<file path="config.mk">
export PLATFORM = sky130hd
export DESIGN_NAME = nnet_mul_share_arb
export DESIGN_NICKNAME = d
export VERILOG_FILES = /design/src/rtl/nnet_mul_share_arb.sv
export SDC_FILE = /design/constraint.sdc
export NUM_CORES = 1
export LEC_CHECK = 0
export ABC_AREA = 1
export CAP_MARGIN = 20
export CORE_MARGIN = 2
export CORE_UTILIZATION = 57
export CTS_BUF_LIST = sky130_fd_sc_hd__clkbuf_4 sky130_fd_sc_hd__clkbuf_8
export DETAILED_ROUTE_END_ITERATION = 10
export HOLD_SLACK_MARGIN = 0.15
export PLACE_DENSITY = 0.86
export SYNTH_ARGS = -nofsm -noshare
export SYNTH_HDL_FRONTEND = slang
export SYNTH_SLANG_ARGS = --single-unit
</file>
<file path="constraint.sdc">
create_clock -name ap_clk -period 8.7 [get_ports ap_clk]
set_input_delay 1.305 -clock ap_clk [delete_from_list [all_inputs] [get_ports ap_clk]]
set_output_delay 1.305 -clock ap_clk [all_outputs]
set_load 0.02 [all_outputs]
</file>
<file path="src/rtl/nnet_mul_share_arb.sv">
`default_nettype none
// ============================================================================
// Module   : nnet_mul_share_arb
// Brief    : Round-robin time-sharing of one pipelined 25u x 8s multiplier
//            among N_REQ requesters of the quantized CNN datapath. Products
//            return in accept order, tagged with the requester id, over a
//            valid/ready port whose back-pressure freezes the whole pipeline.
// Revision : 1.0 - initial release
// ============================================================================
module nnet_mul_share_arb #(
    parameter int N_REQ     = 4,
    parameter int A_WIDTH   = 25,
    parameter int B_WIDTH   = 8,
    parameter int P_WIDTH   = 32,
    parameter int NUM_STAGE = 2,
    parameter int ID_W      = 2
) (
    input  logic                       ap_clk,
    input  logic                       ap_rst,
    input  logic [N_REQ-1:0]           req_valid,
    output logic [N_REQ-1:0]           req_ready,
    input  logic [N_REQ*A_WIDTH-1:0]   req_a,
    input  logic [N_REQ*B_WIDTH-1:0]   req_b,
    output logic                       rsp_valid,
    input  logic                       rsp_ready,
    output logic [ID_W-1:0]            rsp_id,
    output logic [P_WIDTH-1:0]         rsp_p
);

    // Highest requester index; the pointer wraps to 0 after it.
    localparam logic [ID_W-1:0] c_LAST_ID = ID_W'(N_REQ - 1);

    // ------------------------------------------------------------------
    // Arbitration
    // ------------------------------------------------------------------
    logic                 w_stall;
    logic                 w_found;
    logic                 w_accept;
    logic [N_REQ-1:0]     w_gnt;
    logic [ID_W-1:0]      w_gnt_id;
    logic [ID_W-1:0]      w_idx;
    logic [ID_W-1:0]      r_ptr;

    // The output register is the last pipeline stage, so a held response
    // freezes every stage and blocks new accepts.
    assign w_stall = rsp_valid & ~rsp_ready;

    // Search from the pointer upward (mod N_REQ) for the first valid requester.
    always_comb begin
        w_gnt    = '0;
        w_gnt_id = '0;
        w_found  = 1'b0;
        w_idx    = '0;
        for (int k = 0; k < N_REQ; k++) begin
            w_idx = ID_W'((int'(r_ptr) + k) % N_REQ);
            if (!w_found && req_valid[w_idx]) begin
                w_found      = 1'b1;
                w_gnt_id     = w_idx;
                w_gnt[w_idx] = 1'b1;
            end
        end
    end

    assign req_ready = w_stall ? '0 : w_gnt;
    assign w_accept  = w_found & ~w_stall;

    // Pointer moves just past the requester that was accepted.
    always_ff @(posedge ap_clk or posedge ap_rst) begin
        if (ap_rst) begin
            r_ptr <= '0;
        end else if (w_accept) begin
            r_ptr <= (w_gnt_id == c_LAST_ID) ? '0 : w_gnt_id + 1'b1;
        end
    end

    // ------------------------------------------------------------------
    // Operand selection: AND-OR by grant so non-granted operands (even X)
    // never reach the multiplier.
    // ------------------------------------------------------------------
    logic [A_WIDTH-1:0] w_sel_a;
    logic [B_WIDTH-1:0] w_sel_b;

    // Route the granted requester's operands; zero when nobody is granted.
    always_comb begin
        w_sel_a = '0;
        w_sel_b = '0;
        for (int i = 0; i < N_REQ; i++) begin
            if (w_gnt[i]) begin
                w_sel_a = req_a[i*A_WIDTH +: A_WIDTH];
                w_sel_b = req_b[i*B_WIDTH +: B_WIDTH];
            end
        end
    end

    // ------------------------------------------------------------------
    // Multiplier core. Operands are sign-extended (a via a leading zero)
    // to the product width before multiplying; arithmetic mod 2^P_WIDTH
    // gives the two's-complement wrap directly, and also covers the case
    // where P_WIDTH is narrower than the full product.
    // ------------------------------------------------------------------
    logic [A_WIDTH-1:0]        w_mul_a;
    logic [B_WIDTH-1:0]        w_mul_b;
    logic signed [A_WIDTH:0]   w_a_s;
    logic signed [B_WIDTH-1:0] w_b_s;
    logic [P_WIDTH-1:0]        w_prod;

    assign w_a_s  = {1'b0, w_mul_a};
    assign w_b_s  = w_mul_b;
    assign w_prod = P_WIDTH'(w_a_s) * P_WIDTH'(w_b_s);

    // ------------------------------------------------------------------
    // Pipeline
    // ------------------------------------------------------------------
    if (NUM_STAGE == 1) begin : g_one_stage
        logic               r_vld;
        logic [ID_W-1:0]    r_id;
        logic [P_WIDTH-1:0] r_p;

        assign w_mul_a = w_sel_a;
        assign w_mul_b = w_sel_b;

        // Single stage: multiply straight from the operand mux into the output.
        always_ff @(posedge ap_clk or posedge ap_rst) begin
            if (ap_rst) begin
                r_vld <= 1'b0;
                r_id  <= '0;
                r_p   <= '0;
            end else if (!w_stall) begin
                r_vld <= w_accept;
                r_id  <= w_gnt_id;
                r_p   <= w_prod;
            end
        end

        assign rsp_valid = r_vld;
        assign rsp_id    = r_id;
        assign rsp_p     = r_p;
    end else begin : g_multi_stage
        logic [A_WIDTH-1:0] r_a;
        logic [B_WIDTH-1:0] r_b;
        logic               r_vld [NUM_STAGE];
        logic [ID_W-1:0]    r_id  [NUM_STAGE];
        logic [P_WIDTH-1:0] r_p   [1:NUM_STAGE-1];

        assign w_mul_a = r_a;
        assign w_mul_b = r_b;

        // Stage 0 registers operands, stage 1 the product, later stages
        // only delay it; all stages advance together unless stalled.
        always_ff @(posedge ap_clk or posedge ap_rst) begin
            if (ap_rst) begin
                r_a <= '0;
                r_b <= '0;
                for (int s = 0; s < NUM_STAGE; s++) begin
                    r_vld[s] <= 1'b0;
                    r_id[s]  <= '0;
                end
                for (int s = 1; s < NUM_STAGE; s++) begin
                    r_p[s] <= '0;
                end
            end else if (!w_stall) begin
                r_vld[0] <= w_accept;
                r_id[0]  <= w_gnt_id;
                r_a      <= w_sel_a;
                r_b      <= w_sel_b;
                r_vld[1] <= r_vld[0];
                r_id[1]  <= r_id[0];
                r_p[1]   <= w_prod;
                for (int s = 2; s < NUM_STAGE; s++) begin
                    r_vld[s] <= r_vld[s-1];
                    r_id[s]  <= r_id[s-1];
                    r_p[s]   <= r_p[s-1];
                end
            end
        end

        assign rsp_valid = r_vld[NUM_STAGE-1];
        assign rsp_id    = r_id[NUM_STAGE-1];
        assign rsp_p     = r_p[NUM_STAGE-1];
    end

endmodule
`default_nettype wire
</file>
* Yosys cells after proc, flatten, opt, wreduce, memory -nomap -nowiden
Index checks and enable logic that the tools add are counted.
Cells by class: add/sub/neg operators 4, $mul 1, order comparisons 8, equal/unequal tests 1, mux-type cells 38, bitwise gates (word level) 7, reduce and logical (&&, ||, !) cells 10
Operator list (number):
- $mux W25 | 4
- $mul A26 B8 Y32 | 1
- $mux W8 | 4
- $mux W4 | 5
- $lt A2 B3 Y1 const B | 4
- $mux W1 | 12
- $or A4 B4 Y4 | 3
- $mux W2 | 5
- $bmux W1 S2 | 4
- $demux W1 S2 | 4
- $ge A2 B1 Y1 const B | 4
- $logic_and A1 B1 Y1 | 7
- $add A2 B1 Y2 const B | 2
- $add A2 B2 Y2 const B | 2
- $logic_not A1 Y1 | 3
- $and A1 B1 Y1 | 2
- $eq A2 B2 Y1 const B | 1
- $not A1 Y1 | 2
Word-level totals: flip-flop bits (word level) 73, bits of input ports 139, output and inout port bits 39, logic and storage cells 77

* Depth between registers and ports, before layout
Gate-level depths: netlist of run 1.
word-level depth 16, depth in mapped cells 25, mapped depth without buffers 23

* Worst setup path after synthesis of run 1
No wires, ideal clock.
path type register -> register, start point register g_multi_stage.r_b[0], end point register g_multi_stage.r_p, in the netlist rsp_p[24], library setup time 0.118 ns, arrival time 4.417 ns, data required time 8.582 ns, setup slack 4.165 ns, cell stages (with the launch flop) 23, buffers on the path 2, clock period less this slack 4.535 ns, cells stage by stage dfrtp_1 -> clkbuf_1 -> clkbuf_1 -> nand2_1 -> fa_1 -> fa_1 -> inv_1 -> fa_1 -> inv_1 -> fa_1 -> inv_1 -> ha_1 -> inv_1 -> o21ai_0 -> inv_1 -> o21ai_0 -> nand2_1 -> nand2_1 -> nand2_1 -> nand2_1 -> nand2_1 -> nand3_1 -> nand2_1
Between the ends: word-level cells in the longest chain between the ends 1
Ends and longest elaborated chain:
- from (decl) | line 140 | logic [B_WIDTH-1:0] r_b;
- from (signal assigned) | line 165 | r_b <= w_sel_b;
- $mul A26 B8 Y32 | line 109 | assign w_prod = P_WIDTH'(w_a_s) * P_WIDTH'(w_b_s);
- to (signal, indexed assignment) | line 172 | r_p[s] <= r_p[s-1];
- to (decl) | line 143 | logic [P_WIDTH-1:0] r_p [1:NUM_STAGE-1];
Every way passes these cells. A chain may end at the register's enable or synchronous reset.

* Worst setup path after layout of run 1
start point input req_valid[3], end point output req_ready[0]
Between the ends: word-level cells in the longest chain between the ends 13, elaborated cells between the ends (all ways) 25, classes of those cells 16 x mux; 3 x bitwise; 6 x reduce/logical
Ends and longest elaborated chain:
- from (decl) | line 20 | input logic [N_REQ-1:0] req_valid,
- $bmux W1 S2 | line 56 | if (!w_found && req_valid[w_idx]) begin
- $mux W1 (implied by the code) | line 56
- $mux W1 | line 56
- $logic_not A1 Y1 | line 56
- $logic_and A1 B1 Y1 | line 56
- $mux W1 | line 56
- $logic_not A1 Y1 | line 56
- $logic_and A1 B1 Y1 | line 56
- $mux W1 | line 56
- $logic_not A1 Y1 | line 56
- $logic_and A1 B1 Y1 | line 56
- $mux W4 * | line 56
- $mux W4 * | line 64 | assign req_ready = w_stall ? '0 : w_gnt;
- to (decl) | line 21 | output logic [N_REQ-1:0] req_ready,
Every way passes the cells marked *; elsewhere a longest branch is shown, timed or not. The select of a mux whose other input is x is not followed.

==> impl_summary.txt, run 1 <==
----------------------------------------------------
[Global route]
  Vias in the first global route ... 11,529
  Aggregate global-route resource usage ... 29.5%
  Largest net degree at the start of global routing ... 84
  Remaining Overflow, GRT ... 0
  First-pass GRT wire length ... 52,500 um
  Number of antenna violations at the first check in global routing ... 0

[Floorplan]
  Area of the core ... 0.0204 mm2
  Vertical die dimension ... 149 um
  Boundary Pins ... 178
  Overall die area ... 0.0222 mm2
  Chip Width ... 149 um
  Effective utilization at floorplan ... 58.5%
  Standard-cell row count ... 52

[Critical path]
  Critical path data required time ... 7390 ps
  Number of buffer and inverter stages on the critical path ... 4
  Worst-path maximum fanout ... 34
  Startpoint of the most critical register-to-register path ... g_multi_stage.r_b[2]$_DFFE_PP0N_
  Capturing element type of the critical path ... primary output
  Worst setup path category ... primary input to primary output
  Reg2reg end ... rsp_p[24]$_DFFE_PP0N_
  R2r setup slk ... 3640 ps
  Delay of the slowest cell on the worst path ... 580 ps
  Arrival time reported for the critical path endpoint ... 3850 ps
  Kind of start point of the critical path ... primary input
  Series of cell instances along the critical path ... clkdlybuf4s50_1 > inv_1 > nand2_1 > nand3_4 > nand2_4 > nor2_4 > a21boi_1 > nand3_2 > nand2_1 > inv_1 > clkdlybuf4s50_1
  Crit. path cell count ... 11
  Endpoint of the most critical setup path ... req_ready[0]
  Family of cells with the greatest summed delay on the critical path ... simple AND/OR/NAND/NOR gates
  Highest-delay cell along the critical path ... sky130_fd_sc_hd__nand3_2
  Worst Reg2Reg Path Length in Cells ... 21
  Crit path launch ... req_valid[3]

[STA]
  Setup repair after global routing missed its margin ... no
  Worst hold slack after final layout ... 457 ps
  Final number of hold-violating endpoints ... 0
  Setup TNS Final ... 0 ps
  Period utilisation layout ... 59.3%
  Relative slew slack ... 37.0%
  Top achievable clock speed ... 194 MHz
  Min cycle time layout ... 5160 ps
  Final setup violation count ... 0
  Max-slew violation count ... 0
  Max Clock Skew ... 19.0 ps
  Worst slew pin tran ... 945 ps

[Run]
  Max-capacitance violation count ... 0

[Detailed routing]
  Routed wire length per instance ... 14.0 um
  Number of nets with antenna violations after detailed routing ... 0
  Final wirelength ... 30,800 um
  DRC violation count after routing ... 0
  Detailed-route via count ... 11,191
  Total iterations of the first detailed-routing run ... 5
  Initial drt markers ... 698
  Detailed-route vias per instance ... 5.08

[Clock network]
  TritonCTS clock tree ... yes
  Root cell of the clock tree ... sky130_fd_sc_hd__clkbuf_8
  Deepest clock path buffer count ... 2
  Clk Latency, worst-skew pair ... 400 ps
  Number of gates resized after CTS ... 0
  Hold bufs inserted after CTS ... 0
  Clock Pin Slew Worst Setup and Hold Paths ... 80 ps
  Count of H-tree levels built during CTS ... 3
  # Post-CTS Setup Buffers ... 0
  Clock buffer count from CTS ... 9
  Clock sink count ... 73

[Place]
  Cell area reported after detailed placement ... 0.0138 mm2
  PortBufs ... 177
  Total placed cells including tap cells ... 2,188
  Detail Placement HPWL ... 24,500 um
  Global placement routability congestion ... 0.956

[Cells and area]
  Final nets ... 2,282
  Final non-filler cell area ... 0.0140 mm2
  Most common library cell in the layout ignoring fill and taps ... sky130_fd_sc_hd__nand2_1
  Layout cell share with drive strength beyond 1 ... 3.31%
  Non-Filler Instances ... 2,204
  Antenna Diode Count ... 0
  Relative area change from synthesis to final layout ... 16.9%
  Most used cells in the layout excluding fill and tap cells ... sky130_fd_sc_hd__nand2_1 (539), sky130_fd_sc_hd__inv_1 (493), sky130_fd_sc_hd__clkdlybuf4s50_1 (177)

[Logic synthesis]
  Area of the mapped netlist ... 0.0120 mm2
  Post-Syn Area per Cell ... 6.58 um2
  Cell type with the largest total area after synthesis ... sky130_fd_sc_hd__fa_1
  Sequential area share after synthesis ... 15.3%
  Library cells used by synthesis ... 38
  Post-synth net total ... 2,170
  Seq cells post-synth ... 73
  Share of Yosys cell area claimed by the top area cell type ... 23.3%
  Count of warnings emitted by yosys ... 0
  Largest cells by area after synthesis ... sky130_fd_sc_hd__fa_1 (23%), sky130_fd_sc_hd__nand2_1 (17%), sky130_fd_sc_hd__inv_1 (16%), sky130_fd_sc_hd__dfrtp_1 (15%), sky130_fd_sc_hd__ha_1 (7.8%)
  Number of instances in the synthesized netlist ... 1,817

[Min path]
  HP Class ... register to register

[Status]
  Result of the run ... completed

----------------------------------------------------
-- worst min path at each step --
stage | end | slack [ps] | cells past startpoint | from
floorplan | rsp_valid$_DFFE_PP0N_ | 420 | 2 | g_multi_stage.r_vld[1]$_DFFE_PP0N_
global placement | rsp_valid$_DFFE_PP0N_ | 430 | 2 | g_multi_stage.r_vld[1]$_DFFE_PP0N_
detailed placement | rsp_valid$_DFFE_PP0N_ | 450 | 2 | g_multi_stage.r_vld[1]$_DFFE_PP0N_
CTS | rsp_valid$_DFFE_PP0N_ | 460 | 2 | g_multi_stage.r_vld[1]$_DFFE_PP0N_
global route | rsp_valid$_DFFE_PP0N_ | 510 | 2 | g_multi_stage.r_vld[1]$_DFFE_PP0N_
finish | rsp_valid$_DFFE_PP0N_ | 460 | 2 | g_multi_stage.r_vld[1]$_DFFE_PP0N_
-- cell usage after synthesis (all sizes together) --
cell and count:
a21o 2, or2 9, nand3 107, o311ai 1, o21ai 37, o211ai 2, clkbuf 63, inv 498
a21boi 4, fa 139, xor2 4, nor4 1, nand2 549, dfrtp 73, a21oi 69, ha 75
nand3b 3, a31oi 13, o21bai 3, nand4 13, nor3 9, buf 25, xnor2 5, nor2 113
-- flip-flops by register name, indices dropped and copies added, names as in the netlist, named ones only --
name and count:
rsp_p 32, g_multi_stage.r_a 25, g_multi_stage.r_b 8, g_multi_stage.r_id 2
rsp_id 2, g_multi_stage.r_vld 1, r_ptr 1, rsp_valid 1
-- cells by family (layout without fill, tap and decap cells) --
logic type / count (synthesis) / after routing / share of synthesized area [%]
xor gates and xnor gates: 9 / 9 / 0.659
AOI/OAI and AO/OA: 131 / 131 / 6.04
DFF: 73 / 73 / 15.3
buffers and inverters: 586 / 703 / 19.0
adders and majority gates: 214 / 214 / 31.1
and+or+nand+nor: 804 / 804 / 27.9
-- per-layer routing --
| metal | track usage (%) | share of wire (%) | routed length [um] | vias up |
|---|---|---|---|---|
| li1 | - | - | - | 5481 |
| met1 | 34.0 | 39 | 12000 | 5260 |
| met2 | 54.4 | 52 | 16000 | 369 |
| met3 | 4.80 | 5.8 | 1770 | 81 |
| met4 | 11.7 | 3.3 | 1010 | 0 |
| met5 | 0 | 0 | 0 | - |
-- cell type report --
class	count	area, um2
flip-flops and latches	73	1830
multi-input cells	1158	7870
clock inverters	6	82.6
clock buffers	10	131
fillers	1715	6440
inverters	498	1870
well taps	270	338
repair buffers	189	1870
-- tightest hold or removal path, delay by kind of cell (launching register included) --
| kind | cells | cell delay, ps |
|---|---|---|
| AND/OR/NAND/NOR | 1 | 60 |
| flip-flops | 1 | 330 |
| buffers and inverters | 1 | 40 |
-- stage by stage --
| stage | util, % | setup slack, ps |
|---|---|---|
| after floorplan | - | 4170 |
| after global placement | 67.3 | 3280 |
| after detailed placement | 67.4 | 3600 |
| after CTS | 68.5 | 3590 |
| after global routing | 68.5 | 3330 |
| final | 68.5 | 3540 |
Power of run 1 is left out: the tool's default activity adds up to more than one toggle a clock period on the data nets, which glitch-free logic cannot reach.
==> run 2, diff against run 1 <==
- CORE_UTILIZATION: 57 -> 52
- PLACE_DENSITY: 0.86 -> 0.83
- clock period: 8.7 -> 4.7 ns (I/O delays scaled with it)
==> run 2 against run 1 <==
  * Register-to-register slack worse by 3500 ps
  * Count of clock-buffer cells in the layout stayed put
  * Cell area is 4.9% higher
  * Cell count is 3.4% higher
  * Critical path depth is 9 higher
  * Via count is 3.2% higher
  * Sequential share of layout area is 0.55 points lower
  * Wire length is 8.8% higher
  * Highest routed layer unchanged
==> impl_summary.txt, run 2 (synthesis gave the netlist of run 1 again) <==
----------------------------------------------------
[Clock network]
  Root cell of the clock tree ... sky130_fd_sc_hd__clkbuf_8
  Clock Pin Slew Worst Setup and Hold Paths ... 80 ps
  Clock sink count ... 73
  Clk Latency, worst-skew pair ... 390 ps
  TritonCTS clock tree ... yes
  Count of H-tree levels built during CTS ... 3
  Deepest clock path buffer count ... 2
  Clock buffer count from CTS ... 9

[STA]
  Setup TNS Final ... 0 ps
  Final setup violation count ... 0
  Max Clock Skew ... 9.36 ps
  Final number of hold-violating endpoints ... 0
  Worst slew pin tran ... 925 ps
  Period utilisation layout ... 96.3%
  Relative slew slack ... 38.3%
  Min cycle time layout ... 4520 ps
  Max-slew violation count ... 0
  Top achievable clock speed ... 221 MHz
  Setup repair after global routing missed its margin ... yes

[Cells and area]
  Antenna Diode Count ... 0
  Max reg flops ... 32
  Layout cell share with drive strength beyond 1 ... 8.07%
  Most used cells in the layout excluding fill and tap cells ... sky130_fd_sc_hd__nand2_1 (537), sky130_fd_sc_hd__inv_1 (492), sky130_fd_sc_hd__clkdlybuf4s50_1 (177)
  Final nets ... 2,342
  Relative area change from synthesis to final layout ... 22.7%
  Final non-filler cell area ... 0.0147 mm2
  Most common library cell in the layout ignoring fill and taps ... sky130_fd_sc_hd__nand2_1

[Detailed routing]
  Initial drt markers ... 661
  Detailed-route via count ... 11,553
  Detailed-route vias per instance ... 5.07
  DRC violation count after routing ... 0
  Total iterations of the first detailed-routing run ... 7
  Final wirelength ... 33,500 um
  Number of nets with antenna violations after detailed routing ... 0
  Routed wire length per instance ... 14.7 um

[Critical path]
  Reg2reg end ... rsp_p[31]$_DFFE_PP0N_
  Arrival time reported for the critical path endpoint ... 4810 ps
  Endpoint of the most critical setup path ... rsp_p[31]$_DFFE_PP0N_
  Startpoint of the most critical register-to-register path ... g_multi_stage.r_b[2]$_DFFE_PP0N_
  Crit path launch ... g_multi_stage.r_b[2]$_DFFE_PP0N_
  Crit. path cell count ... 20
  Series of cell instances along the critical path ... buf_12 > clkbuf_16 > nand2_1 > inv_1 > fa_1 > fa_1 > fa_1 > inv_1 > fa_1 > inv_1 > ha_1 > a21oi_1 > a21boi_1 > nor2_1 > nor2_1 > nor2_1 > nor2_1 > nand3_1 > nand3_1 > nand2_1
  Number of buffer and inverter stages on the critical path ... 5
  Worst-path maximum fanout ... 12
  Highest-delay cell along the critical path ... sky130_fd_sc_hd__fa_1
  Worst Reg2Reg Path Length in Cells ... 20
  Critical path data required time ... 4980 ps
  Worst setup path category ... register to register
  Kind of start point of the critical path ... register
  Capturing element type of the critical path ... register
  Family of cells with the greatest summed delay on the critical path ... adder cells
  R2r setup slk ... 180 ps
  Delay of the slowest cell on the worst path ... 520 ps

[Global route]
  Largest net degree at the start of global routing ... 67
  Aggregate global-route resource usage ... 28.4%
  Vias in the first global route ... 11,753
  Remaining Overflow, GRT ... 0
  Number of antenna violations at the first check in global routing ... 0
  First-pass GRT wire length ... 55,000 um

[Min path]
  Number of cells traversed by the worst hold path ... 2
  HP Class ... register to register

[Place]
  Global placement routability congestion ... 0.946
  Detail Placement HPWL ... 26,700 um
  Cell area reported after detailed placement ... 0.0142 mm2
  PortBufs ... 177

[Status]
  Result of the run ... completed

[Floorplan]
  Effective utilization at floorplan ... 52.8%
  Vertical die dimension ... 156 um
  Area of the core ... 0.0226 mm2
  Standard-cell row count ... 55
  Boundary Pins ... 178
  Overall die area ... 0.0242 mm2
  Chip Width ... 156 um

[Run]
  Max-capacitance violation count ... 0

----------------------------------------------------
## run 2: worst min-delay path, cell delays in order, from the launching register on
cell	delay, ps
sky130_fd_sc_hd__dfrtp_1	330
sky130_fd_sc_hd__inv_1	40
sky130_fd_sc_hd__nand2_1	60
## run 2: cell type report
cell class / count / area (um2)
timing repair buffer: 249 / 2400
inverter: 498 / 1870
tap: 285 / 357
sequential: 73 / 1840
fill: 1971 / 7970
clock buffer: 10 / 131
clock inverter: 6 / 82.6
multi-input combinational: 1158 / 7990
## run 2: worst min-delay path by stage
stage	start	endpoint
floorplan	g_multi_stage.r_vld[1]$_DFFE_PP0N_	rsp_valid$_DFFE_PP0N_
global placement	g_multi_stage.r_vld[1]$_DFFE_PP0N_	rsp_valid$_DFFE_PP0N_
detailed placement	g_multi_stage.r_vld[1]$_DFFE_PP0N_	rsp_valid$_DFFE_PP0N_
CTS	g_multi_stage.r_vld[1]$_DFFE_PP0N_	rsp_valid$_DFFE_PP0N_
global route	g_multi_stage.r_vld[1]$_DFFE_PP0N_	rsp_valid$_DFFE_PP0N_
finish	g_multi_stage.r_vld[1]$_DFFE_PP0N_	rsp_valid$_DFFE_PP0N_
## run 2: per-layer routing
metal / up-vias / part of all wire [%] / track usage, %
met5: - / 0 / 0
met4: 0 / 3.7 / 11.3
met3: 103 / 5.9 / 4.19
met2: 430 / 50 / 51.5
met1: 5414 / 40 / 33.8
li1: 5606 / - / -
## run 2: timing repair
action	CTS	global route
gates resized for setup	4	50
cloned	0	1
hold buffers	0	0
endpoints found under the setup margin	3	16
pin swaps	0	5
setup buffers	0	6
## run 2: through the flow
stage	worst slack [ps]	util [%]	cells	hold slack [ps]
after floorplan	165	-	1817	420
after global placement	-19.2	62.8	2256	434
after detailed placement	-78.6	62.8	2256	433
after CTS	41.1	63.8	2272	463
after global routing	-42.8	64.8	2279	503
final	176	64.8	2279	459
Power of run 2 is left out for the same reason.
